## src/rtl/gigatron_pkg.sv

```systemverilog
// Shared constants for the gigatron video back-end: OUT register bit fields,
// lock FSM states and the accepted frame-length window.
package gigatron_pkg;
  localparam int R_LSB  = 0;
  localparam int G_LSB  = 2;
  localparam int B_LSB  = 4;
  localparam int HS_BIT = 6;
  localparam int VS_BIT = 7;

  // Lines per frame, counted as hsync falls since the last vsync fall
  localparam int FRAME_MIN = 500;
  localparam int FRAME_MAX = 530;

  typedef enum logic [1:0] {
    ST_SEARCH  = 2'd0,
    ST_ACQUIRE = 2'd1,
    ST_LOCKED  = 2'd2
  } lock_state_e;
endpackage

```

## src/rtl/gigatron_video_lock.sv

```systemverilog
// Lock / loss-of-signal monitor: frame-length qualification and an hsync
// watchdog counted in ce pulses.
module gigatron_video_lock
  import gigatron_pkg::*;
#(
  parameter int Y_W         = 10,
  parameter int TIMEOUT     = 2048,
  parameter int LOCK_FRAMES = 2
) (
  input  logic           clock,
  input  logic           rst_n,
  input  logic           ce,
  input  logic           hs_fall,
  input  logic           vs_fall,
  input  logic [Y_W-1:0] pos_y,
  output logic           locked,
  output lock_state_e    state
);
  localparam int TW = $clog2(TIMEOUT + 1);
  localparam int GW = $clog2(LOCK_FRAMES + 1);
  localparam logic [TW-1:0]  T_MAX  = TW'(TIMEOUT);
  localparam logic [GW-1:0]  G_LAST = GW'(LOCK_FRAMES - 1);
  localparam logic [Y_W-1:0] Y_MIN  = Y_W'(FRAME_MIN);
  localparam logic [Y_W-1:0] Y_MAX  = Y_W'(FRAME_MAX);

  logic [TW-1:0] tcnt, tcnt_nxt;
  logic [GW-1:0] good;
  logic          in_win, tmo;

  // Watchdog saturates so it keeps holding SEARCH until an hsync fall returns
  always_comb begin
    tcnt_nxt = tcnt;
    if (hs_fall)             tcnt_nxt = '0;
    else if (tcnt != T_MAX)  tcnt_nxt = tcnt + 1'b1;
  end

  assign tmo    = (tcnt_nxt == T_MAX);
  assign in_win = (pos_y >= Y_MIN) && (pos_y <= Y_MAX);

  always_ff @(posedge clock) begin
    if (!rst_n) begin
      state  <= ST_SEARCH;
      tcnt   <= '0;
      good   <= '0;
      locked <= 1'b0;
    end else if (ce) begin
      tcnt <= tcnt_nxt;
      if (tmo) begin
        state  <= ST_SEARCH;
        locked <= 1'b0;
        good   <= '0;
      end else if (vs_fall) begin
        case (state)
          ST_SEARCH: begin
            state <= ST_ACQUIRE;
            good  <= '0;
          end
          ST_ACQUIRE: begin
            if (!in_win) begin
              good <= '0;
            end else if (good == G_LAST) begin
              state  <= ST_LOCKED;
              locked <= 1'b1;
              good   <= '0;
            end else begin
              good <= good + 1'b1;
            end
          end
          ST_LOCKED: begin
            if (!in_win) begin
              state  <= ST_SEARCH;
              locked <= 1'b0;
            end
          end
          default: begin
            state  <= ST_SEARCH;
            locked <= 1'b0;
          end
        endcase
      end
    end
  end
endmodule

```

## src/rtl/gigatron_video_out.sv

```systemverilog
// Gigatron OUT register to VGA pins: ce-qualified capture, colour expansion,
// beam counters and lock monitor. Optional stats: GIGATRON_VIDEO_STATS_EN.
module gigatron_video_out
  import gigatron_pkg::*;
#(
  parameter int COLOR_W     = 4,
  parameter int X_W         = 9,
  parameter int Y_W         = 10,
  parameter int TIMEOUT     = 2048,
  parameter int LOCK_FRAMES = 2
) (
  input  logic               clock,
  input  logic               rst_n,
  input  logic               ce,
  input  logic [7:0]         out_i,
  output logic [COLOR_W-1:0] vga_r,
  output logic [COLOR_W-1:0] vga_g,
  output logic [COLOR_W-1:0] vga_b,
  output logic               vga_hs,
  output logic               vga_vs,
  output logic [X_W-1:0]     pos_x,
  output logic [Y_W-1:0]     pos_y,
  output logic               frame_tick,
  output logic               locked
`ifdef GIGATRON_VIDEO_STATS_EN
  ,
  output logic [X_W-1:0]     line_len,
  output logic [Y_W-1:0]     frame_lines,
  output logic [15:0]        frame_cnt
`endif
);
  // prev_out doubles as the capture register; its reset value has both
  // syncs high so the first sample after reset cannot fake an edge
  logic [7:0]         prev_out;
  logic               hs_fall, vs_fall, show;
  logic [COLOR_W-1:0] r_exp, g_exp, b_exp;
  lock_state_e        lock_state;

  assign hs_fall = prev_out[HS_BIT] & ~out_i[HS_BIT];
  assign vs_fall = prev_out[VS_BIT] & ~out_i[VS_BIT];

  always_ff @(posedge clock) begin
    if (!rst_n) begin
      prev_out   <= 8'hC0;
      pos_x      <= '0;
      pos_y      <= '0;
      frame_tick <= 1'b0;
    end else begin
      frame_tick <= ce & vs_fall;
      if (ce) begin
        prev_out <= out_i;
        if (hs_fall)     pos_x <= '0;
        else if (~&pos_x) pos_x <= pos_x + 1'b1;
        if (vs_fall)                pos_y <= '0;
        else if (hs_fall && ~&pos_y) pos_y <= pos_y + 1'b1;
      end
    end
  end

`ifdef GIGATRON_VIDEO_STATS_EN
  always_ff @(posedge clock) begin
    if (!rst_n) begin
      line_len    <= '0;
      frame_lines <= '0;
      frame_cnt   <= '0;
    end else if (ce) begin
      if (hs_fall) line_len <= pos_x;
      if (vs_fall) begin
        frame_lines <= pos_y;
        frame_cnt   <= frame_cnt + 1'b1;
      end
    end
  end
`endif

  // MSB-first replication of the 2-bit channel: c1 c0 c1 c0 ...
  for (genvar i = 0; i < COLOR_W; i++) begin : g_exp_bit
    localparam int SB = 1 - (i % 2);
    assign r_exp[COLOR_W-1-i] = prev_out[R_LSB + SB];
    assign g_exp[COLOR_W-1-i] = prev_out[G_LSB + SB];
    assign b_exp[COLOR_W-1-i] = prev_out[B_LSB + SB];
  end

  assign show   = (lock_state == ST_LOCKED);
  assign vga_r  = show ? r_exp : '0;
  assign vga_g  = show ? g_exp : '0;
  assign vga_b  = show ? b_exp : '0;
  assign vga_hs = prev_out[HS_BIT];
  assign vga_vs = prev_out[VS_BIT];

  gigatron_video_lock #(
    .Y_W         (Y_W),
    .TIMEOUT     (TIMEOUT),
    .LOCK_FRAMES (LOCK_FRAMES)
  ) u_lock (
    .clock   (clock),
    .rst_n   (rst_n),
    .ce      (ce),
    .hs_fall (hs_fall),
    .vs_fall (vs_fall),
    .pos_y   (pos_y),
    .locked  (locked),
    .state   (lock_state)
  );
endmodule

```

## config.mk

```make
export PLATFORM = sky130hd
export DESIGN_NAME = gigatron_video_out
export DESIGN_NICKNAME = d
export VERILOG_FILES = /design/src/rtl/gigatron_pkg.sv /design/src/rtl/gigatron_video_lock.sv /design/src/rtl/gigatron_video_out.sv
export SDC_FILE = /design/constraint.sdc
export NUM_CORES = 1
export LEC_CHECK = 0
export BUFFER_PORTS_ARGS = -buffer_cell sky130_fd_sc_hd__clkbuf_2
export CORE_MARGIN = 10
export CORE_UTILIZATION = 30
export DETAILED_ROUTE_END_ITERATION = 16
export GPL_ROUTABILITY_DRIVEN = 0
export GPL_TIMING_DRIVEN = 0
export PLACE_DENSITY = 0.47
export SLEW_MARGIN = 30
export SYNTH_ARGS = -nofsm -noshare
export SYNTH_HDL_FRONTEND = slang
export SYNTH_SLANG_ARGS = --single-unit
export TNS_END_PERCENT = 1
```

## constraint.sdc

```tcl
create_clock -name clock -period 1.7 [get_ports clock]
set_input_delay 0.085 -clock clock [delete_from_list [all_inputs] [get_ports clock]]
set_output_delay 0.085 -clock clock [all_outputs]
set_load 0.01 [all_outputs]
```

# Word-level counts from Yosys, hierarchy flattened
# Index checks and enable logic that the tools add are counted.
[classes]
reduce_logical = 14
add_sub_neg = 4
bitwise_logic = 5
eq_ne = 10
mux = 26
magnitude_cmp = 2
[op_table]
columns = ["cell", "count"]
rows = [
  ["$mux 12", 2],
  ["$mux 10", 2],
  ["$mux 2", 9],
  ["$mux 9", 2],
  ["$add 12x1->12 const B", 1],
  ["$eq 12x12->1 const B", 1],
  ["$mux 4", 3],
  ["$ne 12x12->1 const B", 1],
  ["$add 10x1->10 const B", 1],
  ["$ge 10x9->1 const B", 1],
  ["$le 10x10->1 const B", 1],
  ["$reduce_and 10->1", 1],
  ["$add 9x1->9 const B", 1],
  ["$reduce_and 9->1", 1],
  ["$ne 3x1->1 const B", 2],
  ["$pmux 2 s3", 1],
  ["$reduce_and 6->1", 1],
  ["$mux 1", 5],
  ["$reduce_and 5->1", 1],
  ["$eq 2x1->1 const B", 2],
  ["$pmux 2 s2", 1],
  ["$reduce_and 2->1", 2],
  ["$reduce_bool 2->1", 2],
  ["$and 1x1->1", 3],
  ["12 further kinds", 14],
]
[word_totals]
out_inout_bits = 35
regBits = 45
in_bits = 11
wordCells = 69

# Depth between registers and ports, before layout
[logic_depth]
depth_word = 6
mapped_depth = 10
depth_no_buf = 10

# Hierarchy
# From an unflattened synthesis, not the netlist that was laid out.
[unflattened]
cells_unflattened = 332
hier_area_um2 = 2751.4
[by_module_without_submodules]
columns = ["mod", "cells_each", "area_each_um2", "instances"]
rows = [
  ["gigatron_video_out", 163, 1442.6, 1],
  ["gigatron_video_lock", 169, 1308.8, 1],
]

# Worst setup path after synthesis
# No wires, ideal clock.
[synth_timing]
path_kind = "reg-to-reg"
from = "reg u_lock.tcnt[0]"
to = "reg u_lock.good[1]"
t_arrival_ns = 1.731
required_time_ns = 1.571
path_buffers = 0
stages_incl_launch_ff = 8
slack_ns = -0.160
cell_sequence = "dfxtp_1 ha_1 a2111oi_0 a31oi_1 o21ai_1 o2111ai_2 nor3_2 nor3b_2"
[synth_between]
elab_chain_cells = 6
elab_cells_between_ends = 9
classes_between = "add/sub: 1; eq/ne: 2; mux: 3; reduce/logical: 3"
[synth_rtl]
columns = ["item", "line_no", "rtl"]
rows = [
  ["start: declaration", "gigatron_video_lock.sv:26", "logic [TW-1:0] tcnt, tcnt_nxt;"],
  ["start signal: assignment", "gigatron_video_lock.sv:47", "tcnt <= tcnt_nxt;"],
  ["$add 12x1->12 / $ne 12x12->1 (equally long branches)", "gigatron_video_lock.sv:34", "else if (tcnt != T_MAX) tcnt_nxt = tcnt + 1'b1;"],
  ["$mux 12 (*)", "gigatron_video_lock.sv:34", ""],
  ["$mux 12 (*)", "gigatron_video_lock.sv:33", "if (hs_fall) tcnt_nxt = '0;"],
  ["$eq 12x12->1 (*)", "gigatron_video_lock.sv:37", "assign tmo = (tcnt_nxt == T_MAX);"],
  ["$reduce_bool 3->1 (no line) / $reduce_bool 2->1 (equally long branches)", "n/a", ""],
  ["$reduce_and 3->1 (no line)", "n/a", ""],
  ["end signal: assignment", "gigatron_video_lock.sv:66", "good <= good + 1'b1;"],
  ["end: declaration", "gigatron_video_lock.sv:27", "logic [GW-1:0] good;"],
]
# Every way passes the cells marked *; elsewhere a longest branch is shown, timed or not.
# A chain may end at the register's enable or synchronous reset.

# Worst setup path in the final report
# Same ends and word-level chain as after synthesis.

==> flow_summary.json <==
{
  "netlist.area_leader.share": 0.3614,
  "worst_setup_path_start_kind": "flip-flop",
  "post_route_drc_violation_count": 0,
  "diodes": 0,
  "total_power_uw": 2152,
  "die_w_um": 111.2,
  "reg2reg_setup_slack_ns": -0.08,
  "grt_antenna_before_repair": 0,
  "insertion_delay_ns": 0.30,
  "maxCapViolations": 0,
  "fin_crit_sh": 1.047,
  "timing.final.hold_violations": 0,
  "power.density_cell_area_nw_per_um2": 651.5,
  "fp.dieH_um": 111.2,
  "final_critical_path_setup_slack_ns": -0.07958,
  "layout-area-overhead-vs-synth_pct": 32.53,
  "mostFrequentLayoutCell": "sky130_fd_sc_hd__nor2_1",
  "via_per_inst": 4.954,
  "setup-violations-final": 5,
  "drt.antenna.violating_nets": 0,
  "finalWirelength_um": 6729,
  "post_synth_inst_count": 309,
  "grt_pass1_vias": 2339,
  "yosysUniqueCellTypes": 51,
  "drt_iter0_markers": 105,
  "syn-cell-area_sq_um": 2492,
  "design.portCount": 46,
  "wl_per_cell_um": 14.11,
  "synth_area_per_cell_sq_um": 8.066,
  "synth.net_count": 326,
  "ys_seq_area_frac": 0.3614,
  "synth_edf_count": 0,
  "proportion_of_register_bits_with_asynchronous_set_or_reset_after_synthesis": 0,
  "crit-reg2reg-capture": "u_lock.good[1]$_SDFFE_PN0P_",
  "port_buffers": 44,
  "yosysWarnings": 0,
  "setup_tns_ns": -0.2813,
  "post_route_clock_skew_ns": 0.007493,
  "design.final.nets": 388,
  "timing.hold.worst.class": "input pin to flip-flop",
  "rsz_0062_raised_after_global_routing": "true",
  "worst_slew_margin_rel": 0.6522,
  "clk_path_buf_depth": 2,
  "worstHoldPathCells": 3,
  "grt_start_max_net_pins": 16,
  "global_route.overflow_total": 0,
  "ctsHtreeMaxLevel": 2,
  "hold-path-endpoint": "prev_out[5]$_SDFFE_PN0P_",
  "leading_cell_types_in_the_layout_fill_and_taps_excluded": "46 x sky130_fd_sc_hd__nor2_1, 44 x sky130_fd_sc_hd__clkbuf_2, 25 x sky130_fd_sc_hd__nand2_1, 25 x sky130_fd_sc_hd__dfxtp_1",
  "period_minus_slack_ns": 1.780,
  "std_cell_rows": 33,
  "critical_path_startpoint": "u_lock.tcnt[0]$_SDFFE_PN0P_",
  "clock_tree.root_cell": "sky130_fd_sc_hd__clkbuf_8",
  "failed_checks": "negative setup slack",
  "initial_utilization": 0.3064,
  "dr_total_vias": 2363,
  "timing_max_transition_violations_final": 0,
  "place_worst_setup_slack_ns": -0.2487,
  "post-synth-top-area-cell": "sky130_fd_sc_hd__dfxtp_1",
  "ys_seq_elements": 45,
  "place_hpwl_um": 4804,
  "placeableCoreArea_sq_um": 8134,
  "outcome": "complete, but fails checks",
  "ir_drop_mv": 0.3567,
  "min_from": "out_i[5]",
  "final_layout_size_suffix_gt1_frac": 0.3495,
  "synthFlopType": "sky130_fd_sc_hd__dfxtp_1",
  "clock_tree_from_tritoncts": "yes",
  "path_clk_slew_ns": 0.09,
  "path_max_fanout": 5,
  "synth.area.top_cells": "sky130_fd_sc_hd__dfxtp_1 36%, sky130_fd_sc_hd__nor2_1 7.1%, sky130_fd_sc_hd__nand2_1 4.1%, sky130_fd_sc_hd__mux2i_1 3.2%, sky130_fd_sc_hd__o21ai_0 3.2%",
  "worst-r2r-cell-count": 7,
  "max_freq_ghz": 0.5619,
  "tritoncts.num_buffers": 5,
  "crit_arrival_ns": 1.98,
  "clock_sinks": 45,
  "crit_required_ns": 1.90,
  "globalRouteTotalUtil": 0.1028,
  "crit_type": "flip-flop to flip-flop",
  "timing_worst_slew_pin_value_ns": 0.5217,
  "wire_length_of_the_first_global_routing_pass_um": 11110,
  "fp.dieArea_sq_um": 12350,
  "p_leak_uw": 0.001276,
  "drtPass1Iterations": 4,
  "end_kind": "flip-flop",
  "critical_path.reg2reg.startpoint": "u_lock.tcnt[0]$_SDFFE_PN0P_"
}
==> where the power goes <==
part           switching (uW)  internal, uW
clock network             402           441
registers                24.7          1070
logic                     132          85.6
==> worst max path at each step <==
stage,end,slack [ns],cells after the start
final,u_lock.good[1]$_SDFFE_PN0P_,-0.08,7
after floorplan,pos_x[7]$_SDFFE_PN0P_,-0.0006,9
after global placement,u_lock.good[1]$_SDFFE_PN0P_,-0.24,7
after CTS,u_lock.good[1]$_SDFFE_PN0P_,-0.1,7
after detailed placement,u_lock.good[0]$_SDFFE_PN0P_,-0.25,7
after global routing,u_lock.locked$_SDFFE_PN0P_,-0.14,7
==> cells by family (layout without fill, tap and decap cells) <==
family / after synthesis / after routing / synth area share
buffers and inverters: 28 / 91 / 0.05221
DFF: 45 / 45 / 0.3614
AOI/OAI and AO/OA: 61 / 61 / 0.1627
adders and majority gates: 6 / 6 / 0.03012
and+or+nand+nor: 150 / 150 / 0.3203
muxes: 9 / 9 / 0.03815
xor gates and xnor gates: 10 / 10 / 0.03514
==> worst max-delay path, stage by stage, from the launching register on <==
cell and delay [ns]:
sky130_fd_sc_hd__dfxtp_4 0.38, sky130_fd_sc_hd__buf_6 0.11, sky130_fd_sc_hd__and3_4 0.21, sky130_fd_sc_hd__nand4_1 0.18
sky130_fd_sc_hd__nor4_4 0.30, sky130_fd_sc_hd__o21ai_2 0.13, sky130_fd_sc_hd__nor3_4 0.29, sky130_fd_sc_hd__nor3b_2 0.07
==> metrics by stage <==
step           cell area (sq um)  hold slack, ns  utilization  cells
6_report                    3303         0.01481       0.4061    477
5_1_grt                     3303         0.04567       0.4061    477
2_1_floorplan               2501          0.2135            -    309
4_1_cts                     3107         0.01349       0.3819    472
3_5_place_dp                2853          0.3360       0.3507    458
3_3_place_gp                2853          0.3266       0.3507    458
==> state kept, by name, indices dropped and copies added (netlist names) <==
| signal | cells |
|---|---|
| frame_tick | 1 |
| prev_out | 8 |
| pos_x | 9 |
| u_lock.state | 2 |
| u_lock.locked | 1 |
| u_lock.good | 2 |
| pos_y | 10 |
| u_lock.tcnt | 12 |
==> synth_stat cells (7+ instances only) <==
library cell,instances
sky130_fd_sc_hd__o21ai_0,16
sky130_fd_sc_hd__a21oi_1,14
sky130_fd_sc_hd__nor2_1,47
sky130_fd_sc_hd__and3_1,7
sky130_fd_sc_hd__and2_1,10
sky130_fd_sc_hd__clkbuf_1,8
sky130_fd_sc_hd__dfxtp_1,45
sky130_fd_sc_hd__xnor2_1,7
sky130_fd_sc_hd__mux2i_1,8
sky130_fd_sc_hd__nor3_1,14
sky130_fd_sc_hd__nand2_1,27
sky130_fd_sc_hd__inv_1,11
sky130_fd_sc_hd__nand3_1,9
==> routing by layer <==
metal | track usage | vias to the layer above | wire [um]
met3 | 0.03247 | 6 | 394
met4 | 0.02571 | 0 | 63
met1 | 0.1283 | 1110 | 3169
li1 | - | 1202 | -
met5 | 0 | - | 0
met2 | 0.1671 | 45 | 3101
==> area by class of cell <==
class                      instances  area (sq um)
buffer                            16         88.84
multi-input combinational        236          1667
tap                              105         131.4
inverter                          12         45.04
clock buffer                       5         68.82
fill                             823          4831
sequential                        45         948.4
clock inverter                     3         43.79
timing repair buffer              55         310.3
==> what timing repair did <==
| action | in CTS | in global routing |
|---|---|---|
| setup buffers | 6 | 5 |
| hold buffers | 0 | 0 |
| pin swaps | 9 | 14 |
| resized for setup | 28 | 45 |
| setup endpoints to repair | 19 | 33 |
Note: power is estimated with default switching activity, not from simulation.
